$ cat src/rtl/interrupt_sequencer.sv
// Interrupt entry/exit sequencer: accepts one software or external request from
// IDLE, walks FLUSH -> VECTOR -> SERVICE -> RETURN, and drives registered pipeline controls.
module interrupt_sequencer (
  input  logic        clk,
  input  logic        rst,
  input  logic        softInt,
  input  logic [3:0]  softIndex,
  input  logic        eret,
  input  logic [3:0]  extReq,
  input  logic        ihEnable,
  input  logic [15:0] pcCurrent,
  output logic        stall,
  output logic        flush,
  output logic        pcLoad,
  output logic [15:0] pcTarget,
  output logic [15:0] epc,
  output logic [3:0]  cause,
  output logic        inService,
  output logic [3:0]  extAck,
  output logic        lostInt,
  output logic [2:0]  dbg_state
);

  typedef enum logic [2:0] {
    S_IDLE    = 3'd0,
    S_FLUSH   = 3'd1,
    S_VECTOR  = 3'd2,
    S_SERVICE = 3'd3,
    S_RETURN  = 3'd4
  } state_e;

  localparam logic [15:0] VECTOR_ADDR = 16'h0008;

  state_e      state_q, state_d;
  logic        stall_q, stall_d;
  logic        flush_q, flush_d;
  logic        pc_load_q, pc_load_d;
  logic [15:0] pc_target_q, pc_target_d;
  logic [15:0] epc_q, epc_d;
  logic [3:0]  cause_q, cause_d;
  logic        in_service_q, in_service_d;
  logic [3:0]  ext_ack_q, ext_ack_d;
  logic        lost_int_q, lost_int_d;

  logic        soft_req;
  logic        ext_take;
  logic [1:0]  ext_idx;
  logic [3:0]  ext_onehot;

  // Lowest set request bit wins; the one-hot form becomes the acknowledge.
  always_comb begin
    ext_idx    = 2'd0;
    ext_onehot = 4'b0000;
    if (extReq[0]) begin
      ext_idx    = 2'd0;
      ext_onehot = 4'b0001;
    end else if (extReq[1]) begin
      ext_idx    = 2'd1;
      ext_onehot = 4'b0010;
    end else if (extReq[2]) begin
      ext_idx    = 2'd2;
      ext_onehot = 4'b0100;
    end else if (extReq[3]) begin
      ext_idx    = 2'd3;
      ext_onehot = 4'b1000;
    end
  end

  assign soft_req = ~softInt;
  assign ext_take = ihEnable && (extReq != 4'b0000);

  always_comb begin
    state_d    = state_q;
    epc_d      = epc_q;
    cause_d    = cause_q;
    lost_int_d = lost_int_q;
    ext_ack_d  = 4'b0000;

    case (state_q)
      S_IDLE: begin
        if (soft_req) begin
          state_d = S_FLUSH;
          epc_d   = pcCurrent;
          cause_d = softIndex;
        end else if (ext_take) begin
          state_d   = S_FLUSH;
          epc_d     = pcCurrent;
          cause_d   = {2'b11, ext_idx};
          ext_ack_d = ext_onehot;
        end
      end
      S_FLUSH: begin
        state_d = S_VECTOR;
        if (soft_req) lost_int_d = 1'b1;
      end
      S_VECTOR: begin
        state_d = S_SERVICE;
        if (soft_req) lost_int_d = 1'b1;
      end
      S_SERVICE: begin
        // A software request colliding with eret is dropped; the return proceeds.
        if (!eret) state_d = S_RETURN;
        if (soft_req) lost_int_d = 1'b1;
      end
      S_RETURN: begin
        state_d = S_IDLE;
        if (soft_req) lost_int_d = 1'b1;
      end
      default: begin
        state_d = S_IDLE;
      end
    endcase
  end

  // Outputs are decoded from the next state so they appear registered in that state's cycle.
  always_comb begin
    stall_d      = 1'b0;
    flush_d      = 1'b0;
    pc_load_d    = 1'b0;
    in_service_d = 1'b0;
    pc_target_d  = pc_target_q;
    case (state_d)
      S_FLUSH: begin
        stall_d = 1'b1;
        flush_d = 1'b1;
      end
      S_VECTOR: begin
        stall_d     = 1'b1;
        pc_load_d   = 1'b1;
        pc_target_d = VECTOR_ADDR;
      end
      S_SERVICE: begin
        in_service_d = 1'b1;
      end
      S_RETURN: begin
        stall_d     = 1'b1;
        flush_d     = 1'b1;
        pc_load_d   = 1'b1;
        pc_target_d = epc_q;
      end
      default: begin
        stall_d = 1'b0;
      end
    endcase
  end

  always_ff @(posedge clk or negedge rst) begin
    if (!rst) begin
      state_q      <= S_IDLE;
      stall_q      <= 1'b0;
      flush_q      <= 1'b0;
      pc_load_q    <= 1'b0;
      pc_target_q  <= 16'h0000;
      epc_q        <= 16'h0000;
      cause_q      <= 4'h0;
      in_service_q <= 1'b0;
      ext_ack_q    <= 4'b0000;
      lost_int_q   <= 1'b0;
    end else begin
      state_q      <= state_d;
      stall_q      <= stall_d;
      flush_q      <= flush_d;
      pc_load_q    <= pc_load_d;
      pc_target_q  <= pc_target_d;
      epc_q        <= epc_d;
      cause_q      <= cause_d;
      in_service_q <= in_service_d;
      ext_ack_q    <= ext_ack_d;
      lost_int_q   <= lost_int_d;
    end
  end

  assign stall     = stall_q;
  assign flush     = flush_q;
  assign pcLoad    = pc_load_q;
  assign pcTarget  = pc_target_q;
  assign epc       = epc_q;
  assign cause     = cause_q;
  assign inService = in_service_q;
  assign extAck    = ext_ack_q;
  assign lostInt   = lost_int_q;
  assign dbg_state = state_q;

endmodule

$ cat config.mk
export PLATFORM = sky130hd
export DESIGN_NAME = interrupt_sequencer
export DESIGN_NICKNAME = d
export VERILOG_FILES = /design/src/rtl/interrupt_sequencer.sv
export SDC_FILE = /design/constraint.sdc
export NUM_CORES = 1
export LEC_CHECK = 0
export CELL_PAD_IN_SITES_DETAIL_PLACEMENT = 0
export CELL_PAD_IN_SITES_GLOBAL_PLACEMENT = 1
export CORE_ASPECT_RATIO = 1.4
export CORE_MARGIN = 2
export CORE_UTILIZATION = 35
export CTS_CLUSTER_DIAMETER = 30
export CTS_CLUSTER_SIZE = 16
export DETAILED_ROUTE_END_ITERATION = 8
export PLACE_DENSITY_LB_ADDON = 0.15
export SLEW_MARGIN = 15
export SYNTH_ARGS = -nofsm -noshare
export SYNTH_HDL_FRONTEND = slang
export SYNTH_SLANG_ARGS = --single-unit
$ cat constraint.sdc
create_clock -name clk -period 4 [get_ports clk]
set_input_delay 0.8 -clock clk [delete_from_list [all_inputs] [get_ports clk]]
set_output_delay 0.8 -clock clk [all_outputs]
set_load 0.005 [all_outputs]
### Word-level counts from Yosys, hierarchy flattened

Index checks and enable logic that the tools add are counted.

| storage, ports and cells | value |
|---|---|
| bits in registers | 48 |
| word-level logic and storage cells | 54 |
| bits of input ports | 29 |

| cells by class | value |
|---|---|
| bitwise gates (word level) | 1 |
| reductions and logical operators | 10 |
| eq/ne operators | 9 |
| multiplexer cells | 24 |

Operators with widths:

| cell | number |
|---|---|
| $mux W4 | 9 |
| $mux W16 | 2 |
| $pmux W16 S2 | 1 |
| $eq A3 B2 Y1 const B | 4 |
| $pmux W3 S4 | 1 |
| $mux W3 | 3 |
| $mux W2 | 4 |
| $eq A3 B1 Y1 const B | 2 |
| $eq A3 B3 Y1 const B | 2 |
| $mux W1 | 4 |
| $reduce_and A2 Y1 | 2 |
| $reduce_bool A4 Y1 | 1 |
| $reduce_or A2 Y1 | 2 |
| $reduce_or A4 Y1 | 1 |
| $logic_not A3 Y1 | 1 |
| $reduce_or A3 Y1 | 1 |
| $ne A2 B1 Y1 const B | 1 |
| $reduce_bool A2 Y1 | 1 |
| $logic_and A1 B1 Y1 | 1 |
| $not A1 Y1 | 1 |

### Depth between registers and ports, before layout

Gate-level depths: netlist of the first run.

| logic depth | value |
|---|---|
| depth in word-level cells | 8 |
| mapped depth | 6 |
| gate-level depth less buffers | 4 |

### Least setup slack after synthesis of the first run

No wires, ideal clock.

| path | value |
|---|---|
| path kind | input -> register |
| start point | in softInt |
| end point | reg epc_q[10] (netlist: epc[10]) |
| arrival time | 2.034 ns |
| slack | 1.838 ns |
| buffers on the path | 2 |
| required time | 3.873 ns |
| cell stages on the path | 5 |
| cell sequence | buf_2 nor3b_1 a221oi_4 buf_6 mux2_1 |

| on the way | value |
|---|---|
| cells in the longest elaborated chain, start to end | 2 |

RTL lines:

| item | line | text |
|---|---|---|
| start, declared | 6 | `input logic softInt,` |
| $ne A2 B1 Y1 (no line) | - |  |
| $reduce_and A2 Y1 (no line) | - |  |
| end signal, assigned | 165 | `epc_q <= epc_d;` |
| end, declared | 39 | `logic [15:0] epc_q, epc_d;` |

Parallel ways exist; a longest one is shown, timed or not.
A chain may end at the register's enable or synchronous reset.

### Final worst setup path of the first run

| path | value |
|---|---|
| start point | in softInt |
| end point | reg epc_q[15] (netlist: epc[15]) |

The elaborated chain is that of the path after synthesis.

==> impl_results.md, run 1 <==
* Sequential power share at 42.8%
* Switching Fraction at 29.5%
* Vias in the first global route at 1414
* Logic pwr share at 41.8%
* # DRC at 0
* TritonCTS buffer count at 5
* Initial core utilization at 35.7%
* Final critical-path share of the clock period at 71.9%
* Crit Path Category: input pin to flop
* IO Pins at 77
* Die height at 89.2 um
* Cell Rows at 31
* Met2 usage at 28.3%
* Worst Clk Skew at 6.97 ps
* MaxCap Viol Count at 0
* Ant. Diodes at 0
* Root Driver: clkbuf_8
* DRT iter0 DRCs at 80
* Die ar. at 5780 um^2
* P_leak at 1.18 nW
* Worst-Skew Late Latency at 290 ps
* FMAX at 348 MHz
* Nets at 236
* GRT met1 Usage at 17.7%
* GR peak layer: met2
* Post-synthesis net count at 157
* Total negative setup slack at 0 ps
* Data arrival time of the critical path at 3050 ps
* # hold bufs at CTS at 0
* Max-slew headroom at 39.7%
* Number of buffers added on ports at 76
* Placement Setup Slack at 789 ps
* Die span in x at 64.9 um
* Clock power share at 15.4%
* HP Class: flop to flop
* DR vias at 1329
* Crit end category: flop
* All-Layer GR Usage at 15.9%
* Yosys reg bits at 48
* Layout filler cell count at 452
* Syn-to-layout area delta at 50.1%
* Setup crit start kind: input pin
* Switch Pwr at 0.552 mW
* Total power at 1.87 mW
* First-pass iteration count of the detailed router at 4
* Largest area contributor in the netlist: dfrtp_1
* Post-DP HPWL at 2.95 mm
* Power Internal at 1.32 mW
* Grt met3 use at 5.29%
* Synth warn at 0
* Largest net degree at the start of global routing at 49
* Number of routed nets with antenna violations at 0
* Crit path required time at 4170 ps
* Cts repair resizes at 0
* Core area at 5080 um^2
* Synth top area cells: dfrtp_1, a22o_1, mux2_1
* H-tree depth at 2
* Netlist cell types at 30
* Syn avg cell area at 14.2 um^2
* Grt total ovfl at 0
* Mapped Cells at 128
* Cell Area, Synth at 1810 um^2
* Sink Count at 48
* Wire per inst at 15.1 um
* First-pass GRT wire length at 6.82 mm
* Highest net fanout along the worst path at 20
* Post-Route WL at 4.14 mm
* Setup Viol. Count Final at 0
* Outcome: finished, final reports clean
* CTS tree: built
* Maximum vdd drop at 303 uV
* Max-slew violations at 0
* Initial antenna violation count at 0
* Tmin final at 2870 ps
* CTS Buffer Depth at 2
* Share of layout cells above drive strength 1 at 9.13%
* GPL Wtd Cong at 0.769
* Top cell type's share of synthesized area at 66.2%
* Post-synthesis sequential area ratio at 66.2%
* Post-CTS Setup Inserts at 0
* Final hold vios at 0
* Reg clk slew, reported paths at 90 ps
* Via density at 4.85
* Slew @ Worst Pin at 904 ps
* RSZ-0062 raised after global routing: no
* Power Density at 688 nW/um^2
* Worst setup margin at 1130 ps
## kinds of logic after synthesis
group / share of synthesized area (%)
mux: 10.4
flops: 66.2
buf+inv: 2.83
simple gates: 8.07
compound gates: 12.5
## worst paths after layout
| check | start | end | slack [ps] | cells past startpoint |
|---|---|---|---|---|
| max | softInt | epc[15]$_DFFE_PN0P_ | 1130 | 5 |
| min | lostInt$_DFFE_PN0P_ | lostInt$_DFFE_PN0P_ | 480 | 1 |
| max reg2reg | dbg_state[0]$_DFF_PN0_ | epc[15]$_DFFE_PN0P_ | 1550 | 4 |
| min reg2reg | lostInt$_DFFE_PN0P_ | lostInt$_DFFE_PN0P_ | 480 | 1 |
| max in group asynchronous | rst | epc[13]$_DFFE_PN0P_ | 3090 | 1 |
| min in group asynchronous | rst | inService$_DFF_PN0_ | 500 | 1 |
## critical path: stages
cell and delay (ps):
clkdlybuf4s50_1 600, nor3b_1 260, a221oi_4 760, buf_4 290
mux2_1 330
## cell usage in the layout (no fill, tap or decap), drive strengths merged, types with 4 or more instances in the layout
master         synthesis  layout
clkbuf                 2       8
nor2                   7       7
dfrtp                 48      48
nand2                  4       4
inv                    4       4
a22o                  15      15
clkdlybuf4s50          0      75
mux2                  15      15
## metal layers
metal,share of wire (%),vias to the layer above
li1,-,611
met1,40,669
met2,53,47
met3,6.8,2
met4,0.63,0
met5,0,-
## area by class of cell
class / instances / area (um^2) / share of cell area [%]
clock buffer: 8 / 90.1 / 3.31
inverter: 4 / 15.0 / 0.551
multi-input combinational: 70 / 562 / 20.6
sequential: 48 / 1200 / 44.1
tap: 66 / 82.6 / 3.03
timing repair buffer: 78 / 773 / 28.4
## state kept, by name, indices dropped and copies added (netlist names)
register / flops
lostInt: 1
pcLoad: 1
flush: 1
dbg_state: 3
stall: 1
extAck: 4
pcTarget: 16
cause: 4
inService: 1
epc: 16
## cells in the mapped netlist
master and n:
buf_2 2, a211oi_1 1, nand2b_1 3, mux2i_1 2, or3_1 1, nand2_1 4
o32a_1 2, nor3_1 2, a221oi_4 1, clkbuf_1 2, o21bai_1 1, a22o_1 15
dfrtp_1 48, nand3b_1 1, nor3b_1 1, a21oi_1 3, nor3b_2 1, a2bb2oi_1 1
buf_4 1, or2_2 2, nor2b_1 1, o21ai_0 2, buf_6 1, mux2_1 9
inv_1 4, nor2_1 7, nor4_1 1, and3_1 2, mux2_2 6, nand3_1 1
## power groups by stage
stage / combinational [mW] / sequential [mW] / clock [mW]
6_report: 0.783 / 0.801 / 0.288
5_1_grt: 0.861 / 0.830 / 0.322
4_1_cts: 0.799 / 0.806 / 0.300
3_5_place_dp: 0.794 / 0.814 / 0
3_3_place_gp: 0.784 / 0.808 / 0
2_1_floorplan: 0.313 / 0.807 / 0
## metrics by stage
| stage | instances | hold slack (ps) | util, % | cell area [um^2] |
|---|---|---|---|---|
| final | 274 | 477 | 53.6 | 2720 |
| after global routing | 274 | 517 | 53.6 | 2720 |
| after detailed placement | 266 | 462 | 51.8 | 2630 |
| after global placement | 266 | 463 | 51.8 | 2630 |
| after CTS | 274 | 485 | 53.6 | 2720 |
| after floorplan | 128 | 468 | - | 1810 |
Power figures use the tool's default switching activity.
==> run 2: changes to the inputs <==
- CORE_UTILIZATION: 35 -> 29
- clock period: 4 -> 2.55 ns (I/O delays scaled with it)
==> impl_results.md, run 2 (synthesis results as in run 1) <==
* Total negative setup slack at 0 ps (unchanged)
* Post-DP HPWL at 3.13 mm (+6.0%)
* Power Density at 1060 nW/um^2 (+55%)
* Highest net fanout along the worst path at 20 (unchanged)
* Crit path required time at 2720 ps (-1450 ps)
* Die height at 97.6 um (+9.4%)
* DRT iter0 DRCs at 60 (-25%)
* Slew @ Worst Pin at 600 ps (-304 ps)
* Grt total ovfl at 0 (unchanged)
* Final hold vios at 0 (unchanged)
* Number of routed nets with antenna violations at 0 (unchanged)
* Crit end category: flop
* Worst setup margin at 519 ps (-606 ps)
* Reg2reg end: epc[1]$_DFFE_PN0P_
* Most common cell after layout, fill and taps aside: clkdlybuf4s50_1
* H-tree depth at 2 (unchanged)
* CP max-delay cell: or3_1
* Cts repair resizes at 0 (unchanged)
* Setup Viol. Count Final at 0 (unchanged)
* Die ar. at 6910 um^2 (+20%)
* CP Cell Sequence: or3_1, a221oi_4, buf_12, mux2_2
* TritonCTS buffer count at 5 (unchanged)
* Post-Route WL at 4.44 mm (+7.3%)
* Ant. Diodes at 0 (unchanged)
* Syn-to-layout area delta at 51.7%
* Max-slew headroom at 60.0% (+20 points)
* First-pass iteration count of the detailed router at 5 (+1)
* P_leak at 1.19 nW (+1.0%)
* Setup crit start kind: flop
* Initial antenna violation count at 0 (unchanged)
* Number of buffers added on ports at 76 (unchanged)
* Outcome: finished, final reports clean
* Initial core utilization at 29.6% (-6.1 points)
* Reg clk slew, reported paths at 80 ps (about the same)
* CTS tree: built
* Share of layout cells above drive strength 1 at 10.5% (+1.3 points)
* Maximum vdd drop at 527 uV (+74%)
* Max-slew violations at 0 (unchanged)
* Post-CTS Setup Inserts at 0 (unchanged)
* Layout filler cell count at 579 (+28%)
* Die span in x at 70.8 um (+9.2%)
* IO Pins at 77 (unchanged)
* Largest stage delay, worst path at 530 ps (-230 ps)
* Data arrival time of the critical path at 2200 ps (-850 ps)
* Worst Clk Skew at 4.87 ps (-2.10 ps)
* R2R setup slack at 520 ps (-1030 ps)
* GPL Wtd Cong at 0.859 (+12%)
* HP Class: input pin to async pin
* First-pass GRT wire length at 7.58 mm (+11%)
* Core area at 6130 um^2 (+21%)
* CTS Buffer Depth at 2 (unchanged)
* Tmin final at 2030 ps
* Crit Path Category: flop to flop
* Placement Setup Slack at 229 ps (-559 ps)
* Cell Rows at 34 (+9.7%)
* Via density at 4.77 (-1.7%)
* # hold bufs at CTS at 0 (unchanged)
* Wire per inst at 15.8 um (+4.3%)
* Sink Count at 48 (unchanged)
* FMAX at 492 MHz
* Nets at 239 (+1.3%)
* All-Layer GR Usage at 13.9% (-2.0 points)
* DR vias at 1345 (+1.2%)
* Final critical-path share of the clock period at 79.6%
* Reg2Reg Depth at 4 (unchanged)
* Most frequent cells in the layout: clkdlybuf4s50_1, dfrtp_1, a22o_1, mux2_1, nor2_1
* RSZ-0062 raised after global routing: no
* MaxCap Viol Count at 0 (unchanged)
* Largest net degree at the start of global routing at 49 (unchanged)
* Vias in the first global route at 1490 (+5.4%)
* R2r startpoint: dbg_state[0]$_DFF_PN0_
* Worst-Skew Late Latency at 290 ps (about the same)
* # DRC at 0 (unchanged)
* Root Driver: clkbuf_8
==> run 2: cell count changes in the layout (fill, tap and decap cells not counted), sizes merged <==
cell	previous run	this run
clkbuf	8	6
buf	3	6
clkinv	0	1
==> run 2: worst max path at each step <==
stage	start	endpoint	slack [ps]	cells after the start
floorplan	dbg_state[0]$_DFF_PN0_	epc[10]$_DFFE_PN0P_	650	5
global placement	softInt	epc[6]$_DFFE_PN0P_	250	5
detailed placement	softInt	epc[0]$_DFFE_PN0P_	230	5
CTS	dbg_state[0]$_DFF_PN0_	epc[1]$_DFFE_PN0P_	480	4
global route	dbg_state[0]$_DFF_PN0_	epc[15]$_DFFE_PN0P_	380	4
finish	dbg_state[0]$_DFF_PN0_	epc[1]$_DFFE_PN0P_	520	4
==> run 2: metal layers <==
layer / routed length, um / GRT usage (%) / part of all wire (%) / vias to the layer above
met5: 0 / 0 / 0 / -
met4: 55 / 4.35 / 1.2 / 0
met3: 301 / 4.15 / 6.8 / 4
met2: 2200 / 23.1 / 49 / 61
met1: 1890 / 17.2 / 43 / 660
li1: - / - / - / 620
==> run 2: critical path: cells and delay by family (launching register included) <==
| kind | cells | cell delay (ps) |
|---|---|---|
| simple gates | 1 | 530 |
| flops | 1 | 440 |
| compound gates | 1 | 390 |
| mux | 1 | 340 |
| buf+inv | 1 | 220 |
==> run 2: where the power goes <==
| part | internal, mW | leakage [nW] | switching [mW] | total, mW |
|---|---|---|---|---|
| Sequential | 1.06 | 0.593 | 0.200 | 1.26 |
| Combinational | 0.819 | 0.560 | 0.444 | 1.26 |
| Clock | 0.187 | 0.0410 | 0.223 | 0.409 |
| Total | 2.06 | 1.19 | 0.867 | 2.93 |
==> run 2: area by class of cell <==
cell class | instances | area [um^2] | share of cell area [%]
clock inverter | 1 | 5.00 | 0.182
inverter | 4 | 15.0 | 0.546
timing repair buffer | 81 | 806 | 29.3
tap | 72 | 90.1 | 3.27
multi-input combinational | 70 | 562 | 20.4
clock buffer | 6 | 72.6 | 2.64
sequential | 48 | 1200 | 43.7
==> run 2: per-stage QoR <==
| stage | cells | hold WS, ps | utilization, % | total power [mW] | area [um^2] |
|---|---|---|---|---|---|
| global route | 282 | 351 | 44.9 | 3.16 | 2750 |
| detailed placement | 275 | 482 | 43.6 | 2.56 | 2670 |
| floorplan | 128 | 214 | - | 1.76 | 1810 |
| global placement | 275 | 463 | 43.6 | 2.52 | 2670 |
| CTS | 282 | 326 | 44.9 | 3.00 | 2750 |
| finish | 282 | 298 | 44.9 | 2.93 | 2750 |
